File: src/rtl/uo_pad_arbiter.sv
// Arbitrates NREQ 16-bit requesters onto one strobed 17-bit pad word (IDLE -> DRIVE -> GAP).
// Define UO_ARB_ROUNDROBIN_EN for round-robin arbitration; the default build is fixed priority, lowest index wins.
module uo_pad_arbiter #(
   parameter int NREQ        = 4,
   parameter int HOLD_CYCLES = 4
) (
   input  logic                      clk_i,
   input  logic                      rst_ni,
   input  logic                      en_i,
   input  logic [NREQ-1:0]           req_valid_i,
   input  logic [NREQ*16-1:0]        req_data_i,
   output logic [NREQ-1:0]           req_ready_o,
   output logic [16:0]               uo_CORE2PAD,
   output logic [$clog2(NREQ)-1:0]   grant_id_o,
   output logic                      busy_o
);
   localparam int IDW = $clog2(NREQ);
   localparam int CW  = $clog2(HOLD_CYCLES + 1);

   typedef enum logic [1:0] {
      IDLE  = 2'd0,
      DRIVE = 2'd1,
      GAP   = 2'd2
   } state_t;

   state_t          r_state;
   logic [CW-1:0]   r_cnt;
   logic [16:0]     r_pad;
   logic [IDW-1:0]  r_grant;
   logic            r_busy;

   logic            w_accept;
   logic            w_found;
   logic [IDW-1:0]  w_win;
   logic [IDW-1:0]  w_cand;
   logic [15:0]     w_data;
   logic [NREQ-1:0] w_ready;
   int              w_base;

`ifdef UO_ARB_ROUNDROBIN_EN
   logic [IDW-1:0]  r_ptr;
`endif

   // Requester index k positions after base, wrapping at NREQ.
   function automatic logic [IDW-1:0] rotate_idx(input int base, input int k);
      int s;
      s = base + k;
      if (s >= NREQ) begin
         s = s - NREQ;
      end else begin
         s = s;
      end
      return IDW'(s);
   endfunction

   // Winner search, winner data mux and one-hot ready (combinational).
   always_comb begin
`ifdef UO_ARB_ROUNDROBIN_EN
      w_base = int'(r_ptr);
`else
      w_base = 0;
`endif
      w_found = 1'b0;
      w_win   = '0;
      w_cand  = '0;
      for (int k = 0; k < NREQ; k++) begin
         w_cand = rotate_idx(w_base, k);
         if (!w_found && req_valid_i[w_cand]) begin
            w_found = 1'b1;
            w_win   = w_cand;
         end else begin
            w_found = w_found;
         end
      end
      w_data = 16'h0000;
      for (int k = 0; k < NREQ; k++) begin
         if (w_win == IDW'(k)) begin
            w_data = req_data_i[16*k +: 16];
         end else begin
            w_data = w_data;
         end
      end
      w_accept = (r_state == IDLE) && en_i && w_found;
      w_ready  = '0;
      if (w_accept) begin
         w_ready[w_win] = 1'b1;
      end else begin
         w_ready = '0;
      end
   end

   // Pad FSM: load on transfer, hold strobe HOLD_CYCLES cycles, one strobe-low gap cycle.
   always_ff @(posedge clk_i or negedge rst_ni) begin
      if (!rst_ni) begin
         r_state <= IDLE;
         r_cnt   <= '0;
         r_pad   <= 17'h0_0000;
         r_grant <= '0;
         r_busy  <= 1'b0;
      end else begin
         case (r_state)
            IDLE: begin
               if (w_accept) begin
                  r_pad   <= {1'b1, w_data};
                  r_grant <= w_win;
                  r_cnt   <= CW'(HOLD_CYCLES);
                  r_busy  <= 1'b1;
                  r_state <= DRIVE;
               end else begin
                  r_state <= IDLE;
               end
            end
            DRIVE: begin
               if (r_cnt == CW'(1)) begin
                  r_pad[16] <= 1'b0;
                  r_cnt     <= '0;
                  r_state   <= GAP;
               end else begin
                  r_cnt <= r_cnt - CW'(1);
               end
            end
            GAP: begin
               r_busy  <= 1'b0;
               r_state <= IDLE;
            end
            default: begin
               r_pad[16] <= 1'b0;
               r_cnt     <= '0;
               r_busy    <= 1'b0;
               r_state   <= IDLE;
            end
         endcase
      end
   end

`ifdef UO_ARB_ROUNDROBIN_EN
   // Priority pointer moves to the requester after the winner, only on a transfer.
   always_ff @(posedge clk_i or negedge rst_ni) begin
      if (!rst_ni) begin
         r_ptr <= '0;
      end else if (w_accept) begin
         r_ptr <= (w_win == IDW'(NREQ - 1)) ? '0 : (w_win + IDW'(1));
      end else begin
         r_ptr <= r_ptr;
      end
   end
`endif

   assign req_ready_o = w_ready;
   assign uo_CORE2PAD = r_pad;
   assign grant_id_o  = r_grant;
   assign busy_o      = r_busy;

endmodule

File: config.mk
export PLATFORM = sky130hd
export DESIGN_NAME = uo_pad_arbiter
export DESIGN_NICKNAME = d
export VERILOG_FILES = /design/src/rtl/uo_pad_arbiter.sv
export SDC_FILE = /design/constraint.sdc
export NUM_CORES = 1
export LEC_CHECK = 0
export CAP_MARGIN = 40
export CORE_MARGIN = 2
export CORE_UTILIZATION = 60
export CTS_BUF_LIST = sky130_fd_sc_hd__clkbuf_4
export CTS_CLUSTER_SIZE = 20
export DETAILED_ROUTE_END_ITERATION = 10
export DONT_BUFFER_PORTS = 1
export PLACE_DENSITY = 0.85
export SKIP_LAST_GASP = 1
export SYNTH_ARGS = -nofsm -noshare
export SYNTH_HDL_FRONTEND = slang
export SYNTH_SLANG_ARGS = --single-unit
export TNS_END_PERCENT = 10
File: constraint.sdc
create_clock -name clk_i -period 2.7 [get_ports clk_i]
set_input_delay 0.54 -clock clk_i [delete_from_list [all_inputs] [get_ports clk_i]]
set_output_delay 0.54 -clock clk_i [all_outputs]
set_load 0.05 [all_outputs]
# [Yosys cells after proc, flatten, opt, wreduce, memory -nomap -nowiden]
# Index checks and enable logic that the tools add are counted.
[word_totals] regBits=25 in_bits=71 out_inout_bits=24 word_cells=59
[classes] add_sub_neg=1 n_lt_le_gt_ge=2 eq_ne=8 n_mux=25 n_bitwise=2 reduce_logical=15
[ops] operator="$mux W16" n=4
[ops] operator="$mux W17" n=1
[ops] operator="$mux W1" n=9
[ops] operator="$pmux W3 S3" n=1
[ops] operator="$eq A2 B2 Y1 const B" n=3
[ops] operator="$logic_and A1 B1 Y1" n=6
[ops] operator="$mux W2" n=3
[ops] operator="$mux W3" n=2
[ops] operator="$reduce_and A2 Y1" n=3
[ops] operator="$eq A2 B1 Y1 const B" n=2
[ops] operator="$logic_not A2 Y1" n=2
[ops] operator="$mux W4" n=1
[ops] operator="$ne A2 B2 Y1 const B" n=2
[ops] operator="$pmux W2 S2" n=1
[ops] operator="$eq A3 B1 Y1 const B" n=1
[ops] operator="$logic_not A1 Y1" n=3
[ops] operator="$lt A2 B3 Y1 const B" n=1
[ops] operator="$pmux W1 S3" n=1
[ops] operator="$reduce_and A3 Y1" n=1
[ops] operator="$sub A3 B1 Y3 const B" n=1
[ops] operator="$demux W1 S2" n=1
[ops] operator="$ge A2 B1 Y1 const B" n=1
[ops] operator="$not A1 Y1" n=2
[ops] operator="$pmux W1 S2" n=1

# [Depth between registers and ports, before layout]
[logic_depth] word_depth=17 ltp_mapped=7 mapped_depth_nobuf=6

# [Worst setup path after synthesis]
# Ideal clock, no wire load.
[synth_timing] path_type="in2out" start="input req_valid_i[1]" end="output req_ready_o[1]" arrival_time_ns=2.109 required_ns=2.160 slack_ns=0.051 cell_stages=4 n_path_buf=2 path_cell_list="buf_2 -> inv_2 -> buf_1 -> nor3_1"
[synth_between] elab_chain_cells=13 word_cells_on_any_way=18 classes_between="order compare (2); mux (9); reduce/logical (7)"
[synth_rtl] element="start, declared" line_no="10" source="input logic [NREQ-1:0] req_valid_i,"
[synth_rtl] element="$logic_and A1 B1 Y1 (*)" line_no="68" source="if (!w_found && req_valid_i[w_cand]) begin"
[synth_rtl] element="$mux W1" line_no="68"
[synth_rtl] element="$logic_not A1 Y1" line_no="68"
[synth_rtl] element="$logic_and A1 B1 Y1" line_no="68"
[synth_rtl] element="$mux W1" line_no="68"
[synth_rtl] element="$logic_not A1 Y1" line_no="68"
[synth_rtl] element="$logic_and A1 B1 Y1" line_no="68"
[synth_rtl] element="$mux W2" line_no="68"
[synth_rtl] element="$lt A2 B3 Y1 (not written as such) / $ge A2 B1 Y1 (equally long branches)" line_no="86" source="w_ready[w_win] = 1'b1;"
[synth_rtl] element="$logic_and A1 B1 Y1 (not written as such)" line_no="86"
[synth_rtl] element="$mux W1 (not written as such)" line_no="86"
[synth_rtl] element="$demux W1 S2" line_no="86"
[synth_rtl] element="$mux W4 (*)" line_no="85" source="if (w_accept) begin"
[synth_rtl] element="end, declared" line_no="12" source="output logic [NREQ-1:0] req_ready_o,"
# Mark *: on every way between the ends. The rest lies on a longest branch, timed or not.

# [Worst setup path in the final report]
[layout_timing] start="register r_state[0]" end="output req_ready_o[0]"
[layout_between] elab_chain_cells=4
[layout_rtl] element="start, declared" line_no="26" source="state_t r_state;"
[layout_rtl] element="start signal, assigned" line_no="95" source="r_state <= IDLE;"
[layout_rtl] element="start signal, assigned" line_no="108" source="r_state <= DRIVE;"
[layout_rtl] element="start signal, assigned" line_no="110" source="r_state <= IDLE;"
[layout_rtl] element="$logic_not A2 Y1" line_no="83" source="w_accept = (r_state == IDLE) && en_i && w_found;"
[layout_rtl] element="$logic_and A1 B1 Y1 (2 in series)" line_no="83"
[layout_rtl] element="$mux W4" line_no="85"
# No other way between the ends.

==> flow_metrics.tcl <==
set metrics [dict create \
    synth_edf_count 0 \
    fin_nets 267 \
    drc 0 \
    synth.distinct_cells 31 \
    worstPathMaxFanout 11 \
    die_area_um2 3101 \
    grt_overflow 0 \
    ant_nets 0 \
    routed_wl_um 4235 \
    fmax_ghz 0.4299 \
    fin_skew_ns 0.001740 \
    syn_area_per_cell_um2 8.136 \
    core_um2 2500 \
    cts_resized 0 \
    synthAdderAreaFrac_pct 1.561 \
    final_max_slew_viol_count 0 \
    routabilityCongestion 0.8249 \
    grt_usage_pct 28.31 \
    h-tree-depth 1 \
    grt_max_degree 26 \
    drtIter0Drc 101 \
    cts_buffers 3 \
    syn_area_um2 1603 \
    power.density_nw_per_um2 1093 \
    setup_viol 0 \
    firstDrtPassIters 5 \
    start_util_pct 64.11 \
    min_period_ns 2.326 \
    cts_root_buffer "clkbuf_4" \
    fin_cells 223 \
    dp.cells 217 \
    yosysSeqAreaShare_pct 39.03 \
    worst_pin_slew_ns 0.5300 \
    status "completed" \
    worstReg2RegStart "r_state[0]$_DFFE_PN0N_" \
    clkSinkCount 25 \
    insertion_delay_ns 0.31 \
    drive_above_1_share_pct 8.290 \
    grt_setup_unrepaired "false" \
    p_leak_nw 0.6638 \
    die_y_um 55.69 \
    cts_buffer_depth 2 \
    numPortBuffers 0 \
    antenna_found_initial 0 \
    ys_ff_latch 25 \
    tns_ns 0 \
    cts_tree "done" \
    via_per_inst 6.659 \
    diodes 0 \
    arrival_ns 1.79 \
    grt_first_pass_wirelength_um 7038 \
    area_growth_pct 3.279 \
    yosysWarnings 0 \
    synthSimpleGateAreaFrac_pct 24.82 \
    synth.area.mux_share_pct 0 \
    grt_pass1_vias 1477 \
    vdd.ir_drop.worst_uv 812.5 \
    end_kind "primary output" \
    die_w_um 55.69 \
    num_io_pins 95 \
    synth_xor_area_share_pct 0 \
    rows 18 \
    drv_cap 0 \
    async_flop_share_pct 100.0 \
    synth_top_family_by_area "compound AO/OA/AOI/OAI gates" \
    wl_per_cell_um 18.99 \
    synth_compound_area_share_pct 27.79 \
    synth_ff_type "dfrtp_1" \
    post-route-period-util_pct 86.16 \
    hold_viol_final 0 \
    critPathLaunchType "flip-flop" \
    slew_headroom_pct 64.66 \
    syn_inst 197 \
    worstHoldPathType "input pin to flip-flop" \
    vias 1485 \
    required_ns 2.16 \
    crit_type "flip-flop to primary output" \
    startpoint "r_state[0]$_DFFE_PN0N_" \
    clk_pin_slew_worst_paths_ns 0.14 \
    synth_nets 270 \
    dp_hpwl_um 3063 \
    hp-start "req_data_i[48]" \
]
## where the power goes
| part | leakage, nW | total [mW] | switching (mW) | internal (mW) |
|---|---|---|---|---|
| Clock | 0.0184 | 0.183 | 0.115 | 0.0678 |
| Sequential | 0.304 | 1.16 | 0.626 | 0.538 |
| Combinational | 0.341 | 0.463 | 0.271 | 0.192 |
| Total | 0.664 | 1.81 | 1.01 | 0.798 |
## metrics by stage
stage               utilization, %  setup WS (ns)  total power, mW  area, µm²  hold WS [ns]
floorplan                        -        0.05137            1.537       1603        0.2444
global placement             63.81         0.6851            1.591       1595        0.2449
detailed placement           63.81         0.6913            1.627       1595        0.2450
CTS                          65.82         0.3836            1.814       1645       0.01261
global route                 66.22         0.2134            1.930       1655        0.3980
finish                       66.22         0.3738            1.809       1655        0.4022
## state kept, by name (all words and copies together), names as in the netlist
name	cells
r_cnt	3
uo_CORE2PAD	17
busy_o	1
r_state	2
grant_id_o	2
## area by class of cell
| cell class | count | area, µm² |
|---|---|---|
| clock buffers | 4 | 30.03 |
| flip-flops and latches | 25 | 625.6 |
| fillers | 225 | 844.6 |
| multi-input cells | 151 | 868.3 |
| repair buffers | 8 | 75.07 |
| well taps | 30 | 37.54 |
| inverters | 5 | 18.77 |
## placed cells by master, fill, tap and decap left out
master,instances
nor4_4,1
o21ai_0,16
a211oi_1,3
and2_1,1
nor2_4,1
o21ai_1,17
or3_1,1
buf_4,6
dfrtp_1,25
nand2b_1,4
buf_12,1
nand2_1,35
o31ai_1,1
or3b_4,1
dlygate4sd3_1,1
a21o_1,1
nor3_1,3
clkbuf_4,4
a311oi_1,16
o22a_1,1
ha_1,2
inv_1,4
nand3_1,1
nor2b_1,17
nor2_1,7
nor3_2,1
nor3b_1,3
o32ai_1,1
inv_2,1
a21oi_1,17
## layer usage
layer	GRT usage (%)	wire length, µm	vias up
met5	0	0	-
met4	7.317	20	0
met3	7.674	370	4
met2	47.96	2164	82
met1	35.67	1679	707
li1	-	-	692
## synth_stat cells (all sizes together) (2+ instances only)
cell	instances	area share (%)
dfrtp	25	39
a211oi	3	1.4
nor3b	3	1.4
nor2	8	2.3
nor3	4	1.6
inv	5	1.2
nand2b	4	1.6
nor2b	17	6.6
o21ai	33	10
a311oi	16	8.7
buf	11	4.4
ha	2	1.6
a21oi	17	5.3
clkbuf	5	1.2
nand2	35	8.2
## logic make-up after synthesis
logic type / after synthesis
buffers and inverters: 21
flip-flops: 25
AND/OR/NAND/NOR: 76
adder cells (fa/ha/maj): 2
AO/OA/AOI/OAI: 73
## worst paths after layout
check | slack (ns) | cells past startpoint | end
max in group asynchronous | 1.90 | 2 | uo_CORE2PAD[12]$_DFFE_PN0P_
worst max-delay path | 0.37 | 2 | req_ready_o[0]
worst min register to register | 0.56 | 1 | r_state[0]$_DFFE_PN0N_
worst max register to register | 0.78 | 4 | uo_CORE2PAD[0]$_DFFE_PN0P_
worst min-delay path | 0.40 | 2 | uo_CORE2PAD[0]$_DFFE_PN0P_
min in group asynchronous | 0.65 | 2 | uo_CORE2PAD[16]$_DFFE_PN0P_
## worst max-delay path, stage by stage (launching register included)
cell,delay (ns)
dfrtp_1,0.52
nor3b_1,0.42
and2_1,0.53
## repair_timing
action,4_1_cts,5_1_grt
hold endpoints to repair,25,11
buffers inserted,0,0
hold buffers,1,1
endpoints found under the setup margin,0,0
(Power assumes the default switching activity.)
==> variant: new RTL, config.mk and constraints unchanged <==
Change the parameter `HOLD_CYCLES` from 4 to 8.
--- a/src/rtl/uo_pad_arbiter.sv
+++ b/src/rtl/uo_pad_arbiter.sv
@@ -3,5 +3,5 @@
 module uo_pad_arbiter #(
    parameter int NREQ        = 4,
-   parameter int HOLD_CYCLES = 4
+   parameter int HOLD_CYCLES = 8
 ) (
    input  logic                      clk_i,
Behaviour: not the same (a bounded check fails within 10 cycles, from zero or initial values and one cycle with rst_ni low).
==> variant against the original RTL <==
Worst setup slack better by 0.0092 ns; critical path depth unchanged; synthesized cell count up 1.5%; wire length down 6.9%; maximum frequency up 0.40%; sequential cell count up 1; die area up 4.6%; power up 4.3%; area after synthesis up 5.0%; cell count up 1.8%; final area up 5.4%; largest power group unchanged.
==> variant: results <==
detailed_routing:
  detailedRoute.firstIterationViolations: 73
  detail_route.wirelength_um: 3940
  num_vias: 1474
  drt_pre_antenna_iters: 4
place:
  placedCellCount: 222
  dp_hpwl_um: 3150
  place_congestion: 0.787
  preCtsSetupSlack_ns: 0.697
  buffer_ports.inserted: 0
cells_and_area:
  non_clock_buffer_count: 8
  layout.nets: 270
  sh_seq_area: 0.373
  antennaDiodeCount: 0
  layout.cells.non_filler: 227
  area_used_by_multi_input_combinational_logic_um2: 933
  fillers: 232
  signal_buffer_area_fraction: 0.0459
  clock_area_frac: 0.0151
  largest_reg_flops: 17
  drive_gt1_frac: 0.128
  multi_input_gates: 154
  clock_buffer_count: 3
  final_area_um2: 1740
  inv_count: 4
global_route:
  grt_start_max_net_pins: 27
  grt_pass1_wl_um: 6160
  grt_usage: 0.241
  grt_antenna_before_repair: 0
  number_of_global_route_vias_before_repair: 1302
clock_network:
  htree_num_levels: 1
  cts-root-buf: "clkbuf_4"
  post_cts_resized: 0
  cts_tree: "built"
  holdBufCountCts: 1
  clk_pin_slew_worst_paths_ns: 0.13
  cts_post_setup_buffers_inserted: 0
  clock_tree.buffer_depth: 2
  cts_num_sinks: 26
  clk_latency_ns: 0.32
synthesis:
  synth_top_cells_by_area: "dfrtp_1 (39%), nand2_1 (8.0%), a311oi_1 (7.8%), o31ai_2 (7.4%), nor2b_1 (5.9%)"
  synth_top_cells_by_count: "nand2_1 (36), dfrtp_1 (26), nor2_1 (22)"
  yosys_most_used_dff: "dfrtp_1"
  synth_cell_type_count: 31
  post_synth.cell_area_avg_um2: 8.41
  synth_sequential_area_ratio: 0.387
  number_of_synthesis_warnings: 0
timing:
  fin_worst_skew_ns: 0.00256
  whs_ns: 0.00804
  layout_setup_ws_ns: 0.383
  worst_pin_slew_ns: 0.663
critical_path:
  regToRegSetupSlack_ns: 0.79
  critPathMaxFanout: 8
  timing.critical_path.arrival_ns: 1.78
status:
  status: "complete, no violations"
worst_hold_path:
  class_of_the_tightest_hold_or_removal_check: "in -> async"
die:
  floorplan.core_area_um2: 2710
power:
  static_power_due_to_leakage_nw: 0.746
  max_rail_drop_vdd_v: 0.000734
-- variant: cell count changes in the layout (fill, tap and decap cells not counted), moves of 2 or more --
cell	before	now
a21o_1	1	4
o31ai_2	0	10
clkinv_1	0	2
a211oi_1	3	1
o21ai_1	17	0
o31ai_1	1	6
nor2_1	7	22
o21ai_0	16	6
-- variant: path summary, 6_finish.rpt --
check | from | end | depth (start not counted)
setup / recovery | r_state[0]$_DFFE_PN0N_ | req_ready_o[0] | 2
hold / removal | rst_ni | uo_CORE2PAD[16]$_DFFE_PN0P_ | 1
setup reg to reg | r_state[0]$_DFFE_PN0N_ | uo_CORE2PAD[8]$_DFFE_PN0P_ | 4
hold reg to reg | r_cnt[3]$_DFFE_PN0P_ | r_cnt[3]$_DFFE_PN0P_ | 2
max in group asynchronous | rst_ni | uo_CORE2PAD[3]$_DFFE_PN0P_ | 1
min in group clk_i | req_data_i[54] | uo_CORE2PAD[6]$_DFFE_PN0P_ | 2
-- variant: power by group --
part / leakage (nW) / switching (mW) / total (mW) / internal, mW
clock: 0.0154 / 0.112 / 0.166 / 0.0542
combinational: 0.411 / 0.290 / 0.531 / 0.242
sequential: 0.319 / 0.631 / 1.19 / 0.559
-- variant: logic make-up (layout without fill, tap and decap cells) --
kind of cell             after synthesis  in the layout  share of synthesized area
AND/OR/NAND/NOR                       90             90                      0.254
AO/OA/AOI/OAI                         62             62                      0.283
flip-flops                            26             26                      0.387
buffers and inverters                 20             16                     0.0617
adder cells (fa/ha/maj)                2              2                     0.0149
-- variant: critical path: stages (launching register included) --
cell     delay [ns]
dfrtp_1        0.47
nor3b_1        0.44
and2_1         0.54
-- variant: layer usage --
layer  wire (µm)  global-route usage  vias up
li1            -                   -      699
met1        1640               0.332      687
met2        1920               0.392       84
met3         335              0.0340        4
met4          51              0.0831        0
met5           0                   0        -
